<file path="src/rtl/fxp_divider.sv">
// Signed fixed-point divider: restoring radix-2, saturating output.
// Ports: clk, rst (sync, active-high), start, a, b -> out, busy, done,
//        overflow, underflow, dbz. Macro FXP_DIV_ROUND_EN adds rounding.
module fxp_divider #(
    parameter int I1    = 3,
    parameter int F1    = 2,
    parameter int I2    = 4,
    parameter int F2    = 2,
    parameter int OUT_I = 5,
    parameter int OUT_F = 3
) (
    input  logic                   clk,
    input  logic                   rst,
    input  logic                   start,
    input  logic [I1+F1-1:0]       a,
    input  logic [I2+F2-1:0]       b,
    output logic [OUT_I+OUT_F-1:0] out,
    output logic                   busy,
    output logic                   done,
    output logic                   overflow,
    output logic                   underflow,
    output logic                   dbz
);

    localparam int WA = I1 + F1;
    localparam int WB = I2 + F2;
    localparam int W  = OUT_I + OUT_F;
    localparam int SH = OUT_F + F2 - F1;
`ifdef FXP_DIV_ROUND_EN
    localparam int RND = 1;
`else
    localparam int RND = 0;
`endif
    localparam int NI   = WA + SH + RND;
    localparam int CNTW = $clog2(NI + 1);
    localparam int CW   = ((NI > W) ? NI : W) + 1;

    localparam logic [W-1:0]  OUT_MAX = {1'b0, {(W-1){1'b1}}};
    localparam logic [W-1:0]  OUT_MIN = {1'b1, {(W-1){1'b0}}};
    localparam logic [CW-1:0] POS_LIM = (CW'(1) << (W - 1)) - CW'(1);
    localparam logic [CW-1:0] NEG_LIM = CW'(1) << (W - 1);

    typedef enum logic [1:0] {S_IDLE, S_DIV, S_FIN} state_t;

    state_t          state_q, state_d;
    logic [CNTW-1:0] cnt_q, cnt_d;
    logic [WB-1:0]   rem_q, rem_d;
    logic [WB-1:0]   divs_q, divs_d;
    logic [NI-1:0]   quo_q, quo_d;
    logic            sign_q, sign_d;
    logic            zero_q, zero_d;
    logic            pend_q, pend_d;
    logic            busy_q, busy_d;
    logic            done_q, done_d;
    logic [W-1:0]    out_q, out_d;
    logic            ovf_q, ovf_d;
    logic            udf_q, udf_d;
    logic            dbz_q, dbz_d;

    logic [WA-1:0]   abs_a;
    logic [WB-1:0]   abs_b;
    logic [WB:0]     rem_sh;
    logic [WB:0]     diff;
    logic            take;
    logic [CW-1:0]   mag;

    always_comb begin
        abs_a  = a[WA-1] ? -a : a;
        abs_b  = b[WB-1] ? -b : b;
        // Quotient register doubles as the dividend shifter.
        rem_sh = {rem_q, quo_q[NI-1]};
        diff   = rem_sh - {1'b0, divs_q};
        take   = (rem_sh >= {1'b0, divs_q});
`ifdef FXP_DIV_ROUND_EN
        // Extra LSB is the half bit: round half away from zero.
        mag    = CW'(quo_q[NI-1:1]) + CW'(quo_q[0]);
`else
        mag    = CW'(quo_q);
`endif
    end

    always_comb begin
        state_d = state_q;
        cnt_d   = cnt_q;
        rem_d   = rem_q;
        divs_d  = divs_q;
        quo_d   = quo_q;
        sign_d  = sign_q;
        zero_d  = zero_q;
        pend_d  = pend_q;
        busy_d  = busy_q;
        done_d  = 1'b0;
        out_d   = out_q;
        ovf_d   = ovf_q;
        udf_d   = udf_q;
        dbz_d   = dbz_q;
        unique case (state_q)
            S_IDLE: begin
                if (pend_q) begin
                    done_d = 1'b1;
                    busy_d = 1'b0;
                    pend_d = 1'b0;
                end else if (start) begin
                    busy_d = 1'b1;
                    sign_d = a[WA-1] ^ b[WB-1];
                    divs_d = abs_b;
                    quo_d  = NI'(abs_a) << (SH + RND);
                    rem_d  = '0;
                    cnt_d  = '0;
                    zero_d = (b == '0);
                    state_d = (b == '0) ? S_FIN : S_DIV;
                end
            end
            S_DIV: begin
                rem_d = take ? diff[WB-1:0] : rem_sh[WB-1:0];
                quo_d = {quo_q[NI-2:0], take};
                cnt_d = cnt_q + CNTW'(1);
                if (cnt_q == CNTW'(NI - 1)) begin
                    state_d = S_FIN;
                end
            end
            S_FIN: begin
                state_d = S_IDLE;
                pend_d  = 1'b1;
                ovf_d   = 1'b0;
                udf_d   = 1'b0;
                dbz_d   = zero_q;
                if (zero_q) begin
                    out_d = sign_q ? OUT_MIN : OUT_MAX;
                    udf_d = sign_q;
                    ovf_d = !sign_q;
                end else if (!sign_q) begin
                    if (mag > POS_LIM) begin
                        out_d = OUT_MAX;
                        ovf_d = 1'b1;
                    end else begin
                        out_d = mag[W-1:0];
                    end
                end else begin
                    if (mag > NEG_LIM) begin
                        out_d = OUT_MIN;
                        udf_d = 1'b1;
                    end else begin
                        out_d = -mag[W-1:0];
                    end
                end
            end
            default: state_d = S_IDLE;
        endcase
    end

    always_ff @(posedge clk) begin
        if (rst) begin
            state_q <= S_IDLE;
            cnt_q   <= '0;
            rem_q   <= '0;
            divs_q  <= '0;
            quo_q   <= '0;
            sign_q  <= 1'b0;
            zero_q  <= 1'b0;
            pend_q  <= 1'b0;
            busy_q  <= 1'b0;
            done_q  <= 1'b0;
            out_q   <= '0;
            ovf_q   <= 1'b0;
            udf_q   <= 1'b0;
            dbz_q   <= 1'b0;
        end else begin
            state_q <= state_d;
            cnt_q   <= cnt_d;
            rem_q   <= rem_d;
            divs_q  <= divs_d;
            quo_q   <= quo_d;
            sign_q  <= sign_d;
            zero_q  <= zero_d;
            pend_q  <= pend_d;
            busy_q  <= busy_d;
            done_q  <= done_d;
            out_q   <= out_d;
            ovf_q   <= ovf_d;
            udf_q   <= udf_d;
            dbz_q   <= dbz_d;
        end
    end

    assign out       = out_q;
    assign busy      = busy_q;
    assign done      = done_q;
    assign overflow  = ovf_q;
    assign underflow = udf_q;
    assign dbz       = dbz_q;

endmodule

</file>
<file path="config.mk">
export PLATFORM = sky130hd
export DESIGN_NAME = fxp_divider
export DESIGN_NICKNAME = d
export VERILOG_FILES = /design/src/rtl/fxp_divider.sv
export SDC_FILE = /design/constraint.sdc
export NUM_CORES = 1
export LEC_CHECK = 0
export BUFFER_PORTS_ARGS = -buffer_cell sky130_fd_sc_hd__buf_2
export CAP_MARGIN = 20
export CORE_UTILIZATION = 45
export DETAILED_ROUTE_END_ITERATION = 12
export GPL_TIMING_DRIVEN = 0
export PLACE_DENSITY = 0.67
export SETUP_SLACK_MARGIN = 0.5
export SYNTH_ARGS = -nofsm -noshare
export SYNTH_HDL_FRONTEND = slang
export SYNTH_SLANG_ARGS = --single-unit
</file>
<file path="constraint.sdc">
create_clock -name clk -period 1.73 [get_ports clk]
set_input_delay 0.173 -clock clk [delete_from_list [all_inputs] [get_ports clk]]
set_output_delay 0.173 -clock clk [all_outputs]
set_load 0.1 [all_outputs]
</file>
==> run_results.csv, run 1 <==
group,metric,value,unit
status,outcome,"complete, but fails checks",
status,violations,"setup timing",
layout,final_util,0.721,
floorplanning,fp.dieH,73.8,um
hold_path,hold_path.class,"input port to flop",
global_routing,grt_pass1_vias,2035,
power,p_leak,1.37,nW
timing,max_freq,539,MHz
clock_network,cts_buffer_depth,2,
route,ant_nets,0,
logic_synthesis,synthMuxAreaShare,0.0421,
critical_path,setup.worst_path.end_class,"flop",
global_routing,grt_pass1_wl,9.55,mm
critical_path,arrival,2.07,ns
global_routing,antenna_found_initial,0,
power,power_density,889,mW/mm^2
floorplanning,die_area,0.00544,sq mm
clock_network,cts_inserted_buffers,5,
clock_network,cts.clk_slew.worst_paths,0.08,ns
logic_synthesis,synth_top_family_by_area,"compound AO/OA/AOI/OAI gates",
logic_synthesis,synth_edf_count,0,
logic_synthesis,ys_seq_area_frac,0.363,
logic_synthesis,async_flop_share,0,
global_routing,grt_use_total,0.230,
logic_synthesis,ys_types,53,
floorplanning,start_util,0.478,
critical_path,slowest_delay,0.34,ns
placement,port_buffers,25,
placement,numPlacedInstances,366,
logic_synthesis,synth_compound_area_frac,0.218,
clock_network,root_buffer,"clkbuf_8",
critical_path,path_max_fanout,8,
timing,finalCriticalPeriod,1.86,ns
clock_network,cts.sink_count,42,
job,maxCapViolCount,0,
timing,setup_violations,5,
layout,area_growth,50.9,%
global_routing,grt_remaining_overflow,0,
power,vdd_drop_max,0.621,mV
route,viasPerCell,5.50,
route,dr.pass1.iters,5,
logic_synthesis,synth.avg_cell_area,8.46,sq um
clock_network,htree_levels,2,
logic_synthesis,synthCells,274,
critical_path,startpoint_type,"flop",
route,wl_per_cell,15.4,um
global_routing,grt_max_degree,13,
logic_synthesis,synth_nets,299,
timing,grt_setup_unrepaired,"yes",
logic_synthesis,synth_warnings,0,
critical_path,path_class,"flop to flop",
logic_synthesis,synthAdderAreaFrac,0.0626,
logic_synthesis,synth_xor_area_frac,0.0454,
timing,setup_ws,-0.126,ns
timing,hold_slack,0.157,ns
clock_network,cts_tree,"built",
logic_synthesis,ys.flop_type,"dfxtp_1",
route,via_count,2289,
floorplanning,die-width,73.8,um
floorplanning,num_rows,25,
route,route.detailed.drc,0,
critical_path,crit_chain,"inv_2, ha_4, nand3b_1, nand2_2, a211oi_4, buf_12, mux2_4, o21ai_1",
timing,worst_pin_slew,0.680,ns
critical_path,cp_slowest_cell,"dfxtp_2",
layout,antenna_cells,0,
layout,drive_above_1_share,0.504,
layout,stdcell_count,416,
floorplanning,core,0.00485,sq mm
timing,timing.slew.headroom,0.547,
layout,nets,373,
logic_synthesis,synth-simple-area-share,0.216,
floorplanning,io_pins,27,
timing,clock_skew,0.00599,ns
logic_synthesis,ys_seq_elements,42,
placement,gp_congestion,0.842,
layout,final_area,0.00350,sq mm
timing,drv_slew,0,
timing,hold_viol,0,
route,routed_wl,6.40,mm
timing,final.period_utilization,1.07,
route,drt_iter0_markers,197,
clock_network,worstSkewPairLatency,0.30,ns
placement,place_area,0.00267,sq mm
logic_synthesis,syn_area,0.00232,sq mm
placement,place_hpwl,3.89,mm
critical_path,critPathRequiredTime,1.95,ns
## worst paths after layout
kind	startpoint	endpoint	slack, ns	cells after the start
worst max-delay path	divs_q[2]	rem_q[0]	-0.13	8
worst min register to register	out[3]	out[3]	0.45	2
worst max register to register	divs_q[2]	rem_q[0]	-0.13	8
worst min-delay path	b[0]	divs_q[0]	0.16	3
## layer usage
| metal | vias up | global-route usage | wire length, um |
|---|---|---|---|
| met5 | - | 0 | 0 |
| met4 | 0 | 0.0748 | 142 |
| met3 | 16 | 0.0412 | 283 |
| met2 | 61 | 0.372 | 3060 |
| met1 | 1092 | 0.310 | 2910 |
| li1 | 1120 | - | - |
## cells by family (layout without fill, tap and decap cells)
family                   Yosys count  count (layout)
flip-flops                        42              42
multiplexers                       9               9
adder cells (fa/ha/maj)           11              11
AO/OA/AOI/OAI                     70              70
XOR/XNOR                          12              12
AND/OR/NAND/NOR                   99              99
buffers and inverters             31             106
## critical path: cells and delay by family, from the launching register on
kind | cells | cell delay, ns
AO/OA/AOI/OAI | 2 | 0.39
flip-flops | 1 | 0.34
multiplexers | 1 | 0.31
adder cells (fa/ha/maj) | 1 | 0.26
AND/OR/NAND/NOR | 2 | 0.26
buffers and inverters | 2 | 0.22
## through the flow
| step | setup TNS, ns | setup WS, ns | total power [mW] |
|---|---|---|---|
| after global routing | -0.992 | -0.251 | 3.26 |
| after detailed placement | -1.21 | -0.324 | 1.91 |
| after global placement | -0.924 | -0.190 | 1.89 |
| after floorplan | 0 | 0.0389 | 1.75 |
| final | -0.222 | -0.126 | 3.11 |
| after CTS | -0.0680 | -0.0362 | 2.96 |
## registers in the layout (all words and copies together), names as in the netlist
signal	cells
overflow	1
sign_q	1
divs_q	6
rem_q	6
cnt_q	4
out	8
busy	1
pend_q	1
done	1
quo_q	8
state_q	2
dbz	1
zero_q	1
underflow	1
## layout by cell type (no fill, tap or decap), drive strengths merged, types with 2 or more instances in the layout
cell type  instances
nand3              5
o31a               2
a222oi             2
inv               19
nor2              37
o31ai              5
mux2i              6
mux2               3
a21oi             17
dfxtp             42
xnor2              7
o311ai             2
and3               3
nand2             24
clkbuf            21
a211oi             9
or3                2
a22oi              4
ha                10
nand2b             6
o211ai             2
o21ai             15
a221oi             3
nand4              2
buf               66
nor2b              4
nor3              11
xor2               5
a21o               2
## final cells by class
cell class                 count  area, sq um
multi-input combinational    201         1700
fill                         345         1350
sequential                    42          872
timing repair buffer          67          562
clock buffer                   8          110
buffer                        12         88.8
tap                           67         83.8
inverter                      19         76.3
## where the power goes
| part | switching (mW) | internal [mW] | leakage [nW] |
|---|---|---|---|
| clock | 0.341 | 0.403 | 0.0575 |
| combinational | 0.607 | 0.670 | 0.962 |
| sequential | 0.0668 | 1.02 | 0.351 |
| total | 1.02 | 2.09 | 1.37 |
## Yosys cell counts, drive strengths merged, types with 7 or more instances
cell type  instances  area (sq um)
nor3              11          66.3
dfxtp             42           841
a21oi             17          88.8
nor2              37           146
a211oi             9          80.1
xnor2              7          61.3
o21ai             15          78.8
nand2             24          90.1
ha                10           125
inv               19          71.3
## timing repair
item,in CTS,in global routing
setup buffers,23,18
hold buffers,0,0
pin swaps,16,22
resized for setup,58,54
gates cloned,0,1
endpoints found under the setup margin,44,43
No activity file was read; power rests on OpenSTA's default activity.
==> inputs of run 2 (changes only) <==
--- a/config.mk
+++ b/config.mk
@@ -5,11 +5,14 @@
 export SDC_FILE = /design/constraint.sdc
 export NUM_CORES = 1
 export LEC_CHECK = 0
+export ABC_AREA = 1
 export BUFFER_PORTS_ARGS = -buffer_cell sky130_fd_sc_hd__buf_2
 export CAP_MARGIN = 20
+export CORE_MARGIN = 4
 export CORE_UTILIZATION = 45
 export DETAILED_ROUTE_END_ITERATION = 12
 export GPL_TIMING_DRIVEN = 0
+export MAX_ROUTING_LAYER = met4
 export PLACE_DENSITY = 0.67
 export SETUP_SLACK_MARGIN = 0.5
 export SYNTH_ARGS = -nofsm -noshare
==> run_results.csv, run 2 <==
group,metric,value,unit
status,outcome,"completed",
logic_synthesis,synth.most_common_cell,"nand2_1",
logic_synthesis,ys_top_cells_by_area,"dfxtp_1 36%, nand2_1 10%, a21oi_1 8.2%",
timing,finalCriticalPeriod,1.59,ns
route,wl_per_cell,15.1,um
logic_synthesis,ys.flop_type,"dfxtp_1",
timing,hold_viol,0,
clock_network,worstSkewPairLatency,0.30,ns
floorplanning,io_pins,27,
global_routing,grt_remaining_overflow,0,
layout,area_growth,51.6,%
logic_synthesis,ys_seq_elements,42,
hold_path,hold_path.class,"input port to flop",
timing,finalSetupTns,0,ns
clock_network,cts.clk_slew.worst_paths,0.08,ns
power,power_density,1250,mW/mm^2
timing,setup_ws,0.142,ns
clock_network,root_buffer,"clkbuf_8",
timing,clock_skew,0.00451,ns
route,route.detailed.drc,0,
global_routing,grt_pass1_wl,10.7,mm
clock_network,cts_tree,"built",
power,finalPower,4.40,mW
timing,final.period_utilization,0.918,
layout,fillers,352,
critical_path,arrival,1.75,ns
power,vdd_drop_max,1.35,mV
logic_synthesis,synth_common_cells,"64 x nand2_1, 44 x inv_1, 42 x dfxtp_1, 38 x a21oi_1",
logic_synthesis,synth_edf_count,0,
timing,worst_pin_slew,0.717,ns
placement,port_buffers,26,
logic_synthesis,async_flop_share,0,
route,viasPerCell,5.51,
critical_path,critPathRequiredTime,1.90,ns
logic_synthesis,post-synth-top-area-cell,"dfxtp_1",
power,p_leak,1.49,nW
route,routed_wl,7.10,mm
timing,grt_setup_unrepaired,"yes",
floorplanning,fp.dieH,79.8,um
critical_path,startpoint_type,"flop",
timing,timing.slew.headroom,0.522,
timing,max_freq,630,MHz
clock_network,cts_inserted_buffers,5,
global_routing,grt_use_total,0.220,
clock_network,htree_levels,2,
layout,drive_above_1_share,0.452,
global_routing,grt_pass1_vias,2321,
layout,layout_commonest_cell,"nand2_1",
logic_synthesis,synth_warnings,0,
global_routing,antenna_found_initial,0,
floorplanning,die-width,79.8,um
route,dr.pass1.iters,4,
critical_path,path_class,"flop to flop",
global_routing,grt_max_degree,15,
critical_path,rr_worst_depth,11,
critical_path,setup.worst_path.end_class,"flop",
route,ant_nets,0,
placement,dp_slack,0.0491,ns
clock_network,cts.sink_count,42,
logic_synthesis,ys_types,33,
logic_synthesis,ys_seq_area_frac,0.362,
route,drt_iter0_markers,167,
job,maxCapViolCount,0,
floorplanning,core,0.00485,sq mm
logic_synthesis,synth_top_area_share,0.362,
placement,gp_congestion,0.941,
floorplanning,num_rows,25,
route,via_count,2590,
layout,antenna_cells,0,
clock_network,hold_buffers,0,
floorplanning,start_util,0.478,
timing,setup_violations,0,
clock_network,cts_buffer_depth,2,
floorplanning,die_area,0.00637,sq mm
logic_synthesis,synth.avg_cell_area,6.99,sq um
layout,final_cell_mix,"46 x nand2_1, 35 x buf_4, 33 x inv_1",
hold_path,hold_depth,2,
timing,drv_slew,0,
logic_synthesis,syn_area,0.00232,sq mm
logic_synthesis,synth_nets,357,
layout,nets,427,
placement,place_hpwl,4.27,mm
critical_path,path_max_fanout,2,
logic_synthesis,synthCells,332,
-- run 2: final cells by class --
type                    instances  area [sq um]  share of cell area
multi-input cells             236          1720               0.488
clock buffers                   5          68.8              0.0196
inverters                      47           204              0.0580
well taps                      67          83.8              0.0238
plain buffers                   7          51.3              0.0146
repair buffers                 63           505               0.144
clock inverters                 3          21.3             0.00605
flip-flops and latches         42           865               0.246
-- run 2: cells by family after synthesis --
family,share of synthesized area
simple gates,0.265
compound gates,0.182
buf+inv,0.0933
flops,0.362
fa+ha+maj,0.0626
xor+xnor,0.0340
-- run 2: metal layers --
metal	share of wire	track usage	routed length, um
met1	0.41	0.266	2930
met2	0.50	0.369	3580
met5	0	-	0
met3	0.055	0.0305	390
met4	0.028	0.0861	200
-- run 2: where the power goes --
part	switching (mW)	internal [mW]
combinational	1.44	1.10
sequential	0.120	1.09
clock	0.363	0.284
total	1.93	2.47
-- run 2: worst max-delay path: stages (launching register included) --
cell and delay, ns:
dfxtp_2 0.32, buf_6 0.12, inv_8 0.05, ha_4 0.13, inv_4 0.04, fa_2 0.35, nand3_2 0.08, nand2_2 0.06
xnor2_2 0.11, nand2_1 0.06, nand3_1 0.06, a21oi_1 0.05
-- run 2: what timing repair did --
item | CTS | global route
endpoints found under the setup margin | 43 | 44
gates cloned | 1 | 0
gates resized for setup | 60 | 74
setup buffers | 22 | 14
pin swaps | 27 | 16
-- run 2: worst paths after layout --
| path | from | to | slack, ns |
|---|---|---|---|
| worst max-delay path | quo_q[7] | rem_q[4] | 0.14 |
| worst min-delay path | rst | busy | 0.07 |
| worst max register to register | quo_q[7] | rem_q[4] | 0.14 |
| worst min register to register | pend_q | busy | 0.45 |
-- run 2: stage by stage --
stage          instance area (sq um)   util  hold WS, ns  instances
2_1_floorplan                   2460      -        0.244        332
5_1_grt                         3520  0.725       0.0837        470
3_3_place_gp                    2680  0.552        0.379        425
4_1_cts                         3150  0.650       0.0682        456
6_report                        3520  0.725       0.0729        470
3_5_place_dp                    2680  0.552        0.386        425
==> inputs of run 3 (changes only) <==
--- a/config.mk
+++ b/config.mk
@@ -9,12 +9,11 @@
 export BUFFER_PORTS_ARGS = -buffer_cell sky130_fd_sc_hd__buf_2
 export CAP_MARGIN = 20
 export CORE_MARGIN = 4
-export CORE_UTILIZATION = 45
+export CORE_UTILIZATION = 52
 export DETAILED_ROUTE_END_ITERATION = 12
 export GPL_TIMING_DRIVEN = 0
 export MAX_ROUTING_LAYER = met4
-export PLACE_DENSITY = 0.67
-export SETUP_SLACK_MARGIN = 0.5
+export PLACE_DENSITY = 0.75
 export SYNTH_ARGS = -nofsm -noshare
 export SYNTH_HDL_FRONTEND = slang
 export SYNTH_SLANG_ARGS = --single-unit
==> run_results.csv, run 3 (synthesis gave the netlist of run 2 again) <==
group,metric,value,unit
layout,final_area,0.00274,sq mm
critical_path,critPathRequiredTime,1.89,ns
global_routing,grt_use_met1,0.287,
global_routing,grt_pass1_wl,9.11,mm
critical_path,startpoint_type,"flop",
timing,finalSetupTns,0,ns
power,power_density,1390,mW/mm^2
placement,place_area,0.00251,sq mm
clock_network,worstSkewPairLatency,0.30,ns
layout,layout_commonest_cell,"nand2_1",
route,drt_iter0_markers,232,
layout,nets,391,
timing,finalCriticalPeriod,1.68,ns
layout,drive_above_1_share,0.180,
timing,timing.slew.headroom,0.582,
layout,area_growth,18.3,%
route,wl_per_cell,13.5,um
layout,antenna_cells,0,
global_routing,grt_remaining_overflow,0,
power,vdd_drop_max,0.739,mV
timing,hold_viol,0,
global_routing,grt_use_total,0.216,
route,via_count,2287,
route,ant_nets,0,
global_routing,top_usage_layer,"met2",
layout,final_cell_mix,"60 x nand2_1, 42 x inv_1, 41 x dfxtp_1",
placement,port_buffers,26,
clock_network,cts.clk_slew.worst_paths,0.08,ns
route,route.detailed.drc,0,
clock_network,cts_tree,"built",
timing,hold_slack,0.0907,ns
layout,multi_input_area,0.00137,sq mm
timing,grt_setup_unrepaired,"yes",
route,viasPerCell,5.46,
power,p_leak,1.23,nW
route,dr.pass1.iters,4,
timing,worst_pin_slew,0.627,ns
timing,final.period_utilization,0.974,
clock_network,cts_buffer_depth,2,
global_routing,antenna_found_initial,0,
critical_path,path_class,"flop to flop",
clock_network,hold_buffers,0,
floorplanning,num_rows,24,
timing,drv_slew,0,
clock_network,cts_inserted_buffers,5,
floorplanning,io_pins,27,
placement,gp_congestion,0.865,
placement,numPlacedInstances,410,
layout,fillers,386,
floorplanning,die-width,74.8,um
global_routing,grt_pass1_vias,2060,
critical_path,path_max_fanout,9,
critical_path,setup.worst_path.end_class,"flop",
hold_path,hold_path.class,"input port to flop",
floorplanning,start_util,0.536,
layout,stdcell_count,419,
status,outcome,"completed",
floorplanning,fp.dieH,74.8,um
placement,place_hpwl,4.16,mm
global_routing,grt_max_degree,14,
floorplanning,die_area,0.00559,sq mm
power,finalPower,3.83,mW
global_routing,use_met3,0.0414,
floorplanning,core,0.00432,sq mm
global_routing,use_met2,0.344,
clock_network,htree_levels,2,
job,maxCapViolCount,0,
critical_path,arrival,1.84,ns
timing,max_freq,594,MHz
route,routed_wl,5.66,mm
timing,clock_skew,0.0122,ns
clock_network,cts.sink_count,42,
timing,setup_violations,0,
layout,seq_area,842,sq um
clock_network,root_buffer,"clkbuf_8",
-- run 3: cell count changes in the layout (fill, tap and decap cells not counted), sizes merged --
cell and change:
clkinvlp -1, buf -30, bufinv +1, clkbuf -6
-- run 3: layer usage --
| layer | vias up | part of all wire |
|---|---|---|
| met4 | 0 | 0.0085 |
| met5 | - | 0 |
| li1 | 1177 | - |
| met3 | 6 | 0.060 |
| met1 | 1030 | 0.46 |
| met2 | 74 | 0.47 |
-- run 3: metrics by stage --
stage / util / worst slack (ns)
floorplan: - / 0.0351
global placement: 0.582 / -0.213
detailed placement: 0.582 / -0.223
CTS: 0.614 / 0.00981
global route: 0.635 / -0.0619
finish: 0.635 / 0.0458
-- run 3: worst paths after layout --
| path | end | cells after the start | from | slack (ns) |
|---|---|---|---|---|
| worst max-delay path | rem_q[4] | 11 | quo_q[7] | 0.05 |
| worst min-delay path | busy | 2 | rst | 0.09 |
| worst max register to register | rem_q[4] | 11 | quo_q[7] | 0.05 |
| worst min register to register | busy | 1 | pend_q | 0.45 |
-- run 3: power breakdown --
| part | switching (mW) | internal [mW] | leakage (nW) | total (mW) |
|---|---|---|---|---|
| clock | 0.332 | 0.425 | 0.0579 | 0.756 |
| sequential | 0.0993 | 1.08 | 0.343 | 1.18 |
| combinational | 1.21 | 0.682 | 0.831 | 1.89 |
| total | 1.64 | 2.19 | 1.23 | 3.83 |
-- run 3: critical path, cell delays in order, from the launching register on --
cell and delay, ns:
dfxtp_1 0.31, buf_4 0.16, inv_4 0.06, ha_1 0.14, inv_1 0.07, fa_2 0.36
nand3_2 0.08, nand2_2 0.06, xnor2_2 0.12, nand2_1 0.07, nand3_1 0.06, a21oi_1 0.06
-- run 3: timing repair --
| action | in CTS | in global routing |
|---|---|---|
| resized for setup | 8 | 18 |
| setup endpoints to repair | 7 | 11 |
| pin swaps | 1 | 3 |
| setup buffers | 1 | 0 |
| gates cloned | 0 | 0 |
-- run 3: layout make-up --
cell class,count,share of cell area
inverter,47,0.0661
multi-input combinational,236,0.499
sequential,42,0.307
clock buffer,5,0.0251
buffer,7,0.0146
clock inverter,3,0.0146
tap,52,0.0237
timing repair buffer,27,0.0502
